===== src/rtl/tse_cfg_arbiter.sv =====
// Two-requester round-robin arbiter onto one Avalon-MM config port.
// Optional ISSUE watchdog: define TSE_ARB_TIMEOUT_EN to abort after TIMEOUT_CYCLES busy cycles.
module tse_cfg_arbiter #(
  parameter int TIMEOUT_CYCLES = 1024
) (
  input  logic        clk,
  input  logic        reset,
  input  logic [1:0]  wr_rq,
  input  logic [1:0]  rd_rq,
  input  logic [9:0]  adr0,
  input  logic [9:0]  adr1,
  input  logic [31:0] wdata0,
  input  logic [31:0] wdata1,
  output logic [1:0]  ack,
  output logic [31:0] rdata,
  output logic        err,
  output logic [9:0]  ADR_O,
  output logic [31:0] DAT_O,
  input  logic [31:0] DAT_I,
  output logic        RD,
  output logic        WR,
  input  logic        BUSY
);

  typedef enum logic [1:0] {IDLE = 2'd0, ISSUE = 2'd1, DONE = 2'd2} state_t;

  typedef struct packed {
    logic        wr;
    logic [9:0]  adr;
    logic [31:0] dat;
  } cfg_req_t;

  localparam logic [31:0] ABORT_DATA = 32'hDEAD_BEEF;

  state_t   state, state_nxt;
  logic     gnt, gnt_nxt;
  logic     rr_pref;
  logic     timeout;
  logic     xfer_done;
  logic [1:0] pend;
  cfg_req_t sel_req;

  assign pend      = wr_rq | rd_rq;
  assign xfer_done = (state == ISSUE) && (!BUSY || timeout);
  assign ack       = (state == DONE) ? (gnt ? 2'b10 : 2'b01) : 2'b00;

  always_comb begin
    state_nxt = state;
    gnt_nxt   = gnt;
    case (state)
      IDLE: if (|pend) begin
        state_nxt = ISSUE;
        gnt_nxt   = (&pend) ? rr_pref : pend[1];
      end
      ISSUE:   if (xfer_done) state_nxt = DONE;
      DONE:    state_nxt = IDLE;
      default: state_nxt = IDLE;
    endcase
  end

  // Write wins when a requester asserts both strobes.
  always_comb begin
    sel_req     = '0;
    sel_req.wr  = wr_rq[gnt_nxt];
    sel_req.adr = gnt_nxt ? adr1 : adr0;
    sel_req.dat = sel_req.wr ? (gnt_nxt ? wdata1 : wdata0) : 32'h0;
  end

  always_ff @(posedge clk) begin
    if (reset) begin
      state <= IDLE;
      gnt   <= 1'b0;
    end else begin
      state <= state_nxt;
      gnt   <= gnt_nxt;
    end
  end

  // Requester inputs are captured at grant so later changes cannot disturb the bus cycle.
  always_ff @(posedge clk) begin
    if (reset) begin
      rr_pref <= 1'b0;
      ADR_O   <= '0;
      DAT_O   <= '0;
      WR      <= 1'b0;
      RD      <= 1'b0;
      rdata   <= '0;
    end else if (state == IDLE && |pend) begin
      rr_pref <= ~gnt_nxt;
      ADR_O   <= sel_req.adr;
      DAT_O   <= sel_req.dat;
      WR      <= sel_req.wr;
      RD      <= ~sel_req.wr;
    end else if (xfer_done) begin
      ADR_O <= '0;
      DAT_O <= '0;
      WR    <= 1'b0;
      RD    <= 1'b0;
      if (timeout)  rdata <= ABORT_DATA;
      else if (RD)  rdata <= DAT_I;
    end
  end

`ifdef TSE_ARB_TIMEOUT_EN
  localparam int TO_CW = $clog2(TIMEOUT_CYCLES + 1);

  logic [TO_CW-1:0] to_cnt;
  logic             to_flag;

  // to_cnt holds the number of busy cycles already elapsed in this ISSUE.
  assign timeout = (state == ISSUE) && BUSY && (to_cnt == TO_CW'(TIMEOUT_CYCLES - 1));
  assign err     = (state == DONE) && to_flag;

  always_ff @(posedge clk) begin
    if (reset) begin
      to_cnt  <= '0;
      to_flag <= 1'b0;
    end else begin
      if (state == ISSUE && BUSY && !timeout) to_cnt <= to_cnt + 1'b1;
      else                                    to_cnt <= '0;
      if (xfer_done) to_flag <= timeout;
    end
  end
`else
  assign timeout = 1'b0;
  assign err     = 1'b0;
`endif

endmodule


===== config.mk =====
export PLATFORM = sky130hd
export DESIGN_NAME = tse_cfg_arbiter
export DESIGN_NICKNAME = d
export VERILOG_FILES = /design/src/rtl/tse_cfg_arbiter.sv
export SDC_FILE = /design/constraint.sdc
export NUM_CORES = 1
export LEC_CHECK = 0
export ABC_AREA = 1
export BUFFER_PORTS_ARGS = -buffer_cell sky130_fd_sc_hd__buf_2
export CAP_MARGIN = 0
export CORE_MARGIN = 1.5
export CORE_UTILIZATION = 44
export DETAILED_ROUTE_END_ITERATION = 10
export GPL_TIMING_DRIVEN = 0
export PLACE_DENSITY = 0.82
export SETUP_SLACK_MARGIN = 0.3
export SLEW_MARGIN = 10
export SYNTH_ARGS = -nofsm -noshare
export SYNTH_HDL_FRONTEND = slang
export SYNTH_SLANG_ARGS = --single-unit

===== constraint.sdc =====
create_clock -name clk -period 1.4 [get_ports clk]
set_input_delay 0 -clock clk [delete_from_list [all_inputs] [get_ports clk]]
set_output_delay 0 -clock clk [all_outputs]
set_load 0.1 [all_outputs]

=== Word-level counts from Yosys, hierarchy flattened ===
Index checks and enable logic that the tools add are counted.

* Add/sub/neg operators: 0
* Multiply operators: 0
* Div/mod/pow operators: 0
* $lt $le $gt $ge: 1
* Equal/unequal tests: 4
* Shifts and indexed selects: 0
* Multiplexer cells: 20
* Bitwise operators: 4
* Reduce and logical (&&, ||, !) cells: 9

{| class="wikitable"
|+ Operators with widths
! cell !! number
|-
| $mux W32 || 4
|-
| $mux W10 || 3
|-
| $mux W1 || 8
|-
| $mux W2 || 4
|-
| $pmux W2 S2 || 1
|-
| $reduce_and A2 Y1 || 2
|-
| $not A1 Y1 || 3
|-
| $reduce_and A3 Y1 || 1
|-
| $eq A2 B1 Y1 const B || 1
|-
| $eq A2 B2 Y1 const B || 1
|-
| $logic_and A1 B1 Y1 || 2
|-
| $logic_not A2 Y1 || 1
|-
| $lt A1 B2 Y1 const B || 1
|-
| $ne A2 B1 Y1 const B || 1
|-
| $ne A2 B2 Y1 const B || 1
|-
| $or A2 B2 Y2 || 1
|-
| $reduce_bool A2 Y1 || 1
|-
| $reduce_or A2 Y1 || 1
|-
| $logic_not A1 Y1 || 1
|}

* Flip-flop bits (word level): 80
* Bits in latches: 0
* RAM bits: 0
* ROM bits: 0
* Bits of input ports: 123
* Output and inout port bits: 79
* Word-level logic and storage cells: 46
* Memories kept: 0

=== Longest topological paths before layout ===
* Depth in word-level cells: 9
* Gate-level depth with buffers: 12
* Depth with buffers taken out: 11

=== Worst setup path after synthesis ===
Ideal clock, no wire load.

* Kind: register -> output
* From: register state[1]
* To: output ack[1]
* Data arrival time: 2.413 ns
* Data required time: 1.400 ns
* Setup slack: -1.013 ns
* Cell stages (with the launch flop): 3
* Buffers on the path: 0
* Cell sequence: dfxtp_1 -> inv_2 -> nor3_1

* Longest elaborated chain between the ends: 2

{| class="wikitable"
|+ RTL lines
! what !! line !! text
|-
| from (decl) || 35 || <nowiki>state_t state, state_nxt;</nowiki>
|-
| from (signal assigned) || 74 || <nowiki>state <= state_nxt;</nowiki>
|-
| $eq A2 B2 Y1 || 45 || <nowiki>assign ack = (state == DONE) ? (gnt ? 2'b10 : 2'b01) : 2'b00;</nowiki>
|-
| $mux W2 || 45 ||
|-
| to (decl) || 14 || <nowiki>output logic [1:0] ack,</nowiki>
|}

Every way passes these cells.

=== Worst setup path in the final report ===
* From: register state[0]
* To: register rdata[5]

* Longest elaborated chain between the ends: 4
* Elaborated cells between the ends (all ways): 6
* Those cells by class: 1 x eq/ne; 1 x bitwise; 4 x reduce/logical

{| class="wikitable"
|+ RTL lines
! what !! line !! text
|-
| $logic_not A2 Y1 || 88 || <nowiki>end else if (state == IDLE && |pend) begin</nowiki>
|-
| $logic_and A1 B1 Y1 || 88 ||
|-
| $not A1 Y1 (no line) || n/a ||
|-
| $reduce_and A3 Y1 (no line) * || n/a ||
|-
| to (signal assigned) || 87 || <nowiki>rdata <= '0;</nowiki>
|-
| to (signal assigned) || 99 || <nowiki>if (timeout) rdata <= ABORT_DATA;</nowiki>
|-
| to (signal assigned) || 100 || <nowiki>else if (RD) rdata <= DAT_I;</nowiki>
|-
| to (decl) || 15 || <nowiki>output logic [31:0] rdata,</nowiki>
|}

Mark *: on every way between the ends. The rest lies on a longest branch, timed or not.
A chain may end at the register's enable or synchronous reset.

==> results.md <==
- Post-Synthesis Net Count: just over 600
- Most frequent CP cell: nand2_4
- Sequential share of the synthesized area: 0.456
- Critical path launch point type: flip-flop
- Routability cong.: roughly 0.86
- Failing checks: setup timing
- Status: finished, violations left
- WHS: about 5.3 ps
- CTS Buf Count: 9
- TritonRoute pass-1 iters: 5
- Post-Route WL: roughly 16 mm
- Period utilization: 1.07
- Synthesized flop and latch total: 80
- Commonest non-fill, non-tap cell in the layout: nand2_1
- Synth area leader: dfxtp_1
- Synth Instances: ~500
- Routed WL per cell: around 18 microns
- RSZ-0062 raised after global routing: yes
- Setup_tns: -1810 ps
- CTS Sinks: 80
- Library cells used by synthesis: 23
- Commonest cells after routing, fill and taps aside: 184 x nand2_1, 123 x buf_2, 91 x buf_4
- Worst slew pin tran: 750 ps
- Asr flop ratio synth: 0
- Final net count: 919
- Vias: approximately 4,900
- Share of cells above drive strength 1: 0.521
- Finish-stage setup viols: 40
- Die Y: about 90 microns
- Global-route wire length before repair: roughly 23 mm
- Port Buffer Count: 199
- WP data required: 1670 ps
- HP Class: in -> reg
- # diodes: 0
- Crit Path Max Fanout: 7
- Max cap viols: 0
- Largest net degree at the start of global routing: 16
- Peak VDD IR: roughly 850 uV
- GRT Total Usage: 0.337
- Max_slew headroom: 0.500
- Vias in the first global route: between 4,000 and 5,000
- Initial core utilization: 0.455
- Reg clk slew, reported paths: 90 ps
- Die area: 8540 sq um
- Crit path cell chain: buf_4 -> nand2_4 -> nor2_4 -> nand2_4 -> inv_8 -> buf_6 -> nand2_1 -> a21oi_2
- Fin worst setup slack: -101 ps
- Top-area cell type share of the netlist area: 0.456
- YS warnings: 0
- EDFF count, synth: 0
- Post-route insts no fill: around 900
- Fmax: 0.666 GHz
- Die Width: just over 90 microns
- Pleak: between 0.003 and 0.004 uW
- Crit end category: flip-flop
- Final hold violations: 0
- Setup CP Type: reg -> reg
- Final Skew: ~12 ps
- Synth area leaders: dfxtp_1 46%, nand2_1 21%, a21oi_1 9.7%, nand3_1 4.8%, a21oi_2 2.2%
- H-tree levels: 3
- CP max stage delay: ~380 ps
- Pwr Density: between 1000 and 1500 nW/um^2
- DRC Markers: 0
- Area growth, synth to finish: 85.8%
- Syn avg cell area: a little over 7 sq um
- Overflow after GRT: 0
- WP data arrival: approximately 1800 ps
- Power Total: 7880 uW
- Placed cell count: 796
- Slew Limit Fails: 0
- Crit-path slowest cell: dfxtp_4
- Ports: a little over 200
- Iter 0 DRT Violations: between 150 and 200
- Core area: 7730 sq um
- Mapped cell area: between 3000 and 4000 sq um
- CTS root buffer: clkbuf_8
- Post-route ant nets: 0
- Max clock buf depth: 2
- Vias/cell: about 5.4
- CTS tree: done
- Crit path time final: 1500 ps
- Clk_lat worst skew: between 300 and 400 ps
- # rows: 32
- Top FF cell, synth: dfxtp_1
- Dpl hpwl: 7.84 mm
- Initial antenna violation count: 0
-- repair_timing --
action	in CTS	in global routing
gates cloned	5	1
hold endpoints to repair	67	0
setup endpoints to repair	156	81
resized for setup	154	49
setup buffers	13	4
hold buffers	68	0
pin swaps	9	16
-- routing by layer --
metal / GRT usage / part of all wire
met1: 0.350 / 0.35
met2: 0.618 / 0.48
met3: 0.0780 / 0.093
met4: 0.186 / 0.073
met5: 0 / 0
-- kinds of logic (layout without fill, tap and decap cells) --
group	after synthesis	count (layout)	share of synthesized area
buffers and inverters	55	361	0.0779
flip-flops	80	80	0.456
other	1	1	0.00107
AND/OR/NAND/NOR	260	260	0.315
AO/OA/AOI/OAI	99	99	0.151
-- layout make-up --
type | instances | area (sq um)
tap | 102 | 128
clock buffer | 9 | 124
sequential | 80 | 1680
clock inverter | 7 | 78.8
multi-input combinational | 360 | 1950
inverter | 20 | 92.6
timing repair buffer | 290 | 2150
fill | 424 | 1200
buffer | 35 | 327
-- sequential cells by signal, summed over array words and instances (netlist names) --
signal / count
DAT_O: 32
rdata: 32
ADR_O: 10
state: 2
RD: 1
WR: 1
gnt: 1
rr_pref: 1
-- metrics by stage --
step | util | setup WS (ps) | area (sq um)
5_1_grt | 0.845 | -186 | 6530
3_5_place_dp | 0.620 | -81.3 | 4790
3_3_place_gp | 0.620 | -37.2 | 4790
2_1_floorplan | - | 112 | 3670
4_1_cts | 0.815 | 2.10 | 6300
6_report | 0.845 | -101 | 6530
-- report_power, final --
part | total, uW | internal (uW) | switching (uW)
Clock | 1790 | 845 | 946
Combinational | 3490 | 1130 | 2370
Sequential | 2590 | 2470 | 120
Total | 7880 | 4440 | 3430
-- worst max-delay path, delay by kind of cell (launching register included) --
| kind | cells | cell delay [ps] |
|---|---|---|
| AO/OA/AOI/OAI | 1 | 220 |
| buffers and inverters | 3 | 370 |
| flip-flops | 1 | 380 |
| AND/OR/NAND/NOR | 4 | 430 |
-- cell usage after synthesis, types with 3 or more instances --
library cell	instances
nor3_1	3
nand2_1	200
inv_2	5
a21oi_1	68
nand2_4	4
buf_2	13
o21ai_1	10
dfxtp_1	80
buf_6	3
nor2_1	3
buf_4	7
a21oi_2	9
nand2_2	11
clkbuf_1	12
nand3_1	34
inv_1	14
o21ai_0	12
-- final timing paths --
kind,start,end,slack (ps),cells after the start
min,wdata1[3],DAT_O[3]$_SDFFE_PP0P_,5,5
max,state[0]$_SDFFE_PP0P_,rdata[5]$_SDFFE_PP0P_,-100,8
max reg2reg,state[0]$_SDFFE_PP0P_,rdata[5]$_SDFFE_PP0P_,-100,8
min reg2reg,WR$_SDFFE_PP0P_,WR$_SDFFE_PP0P_,460,2
Power figures use the tool's default switching activity.
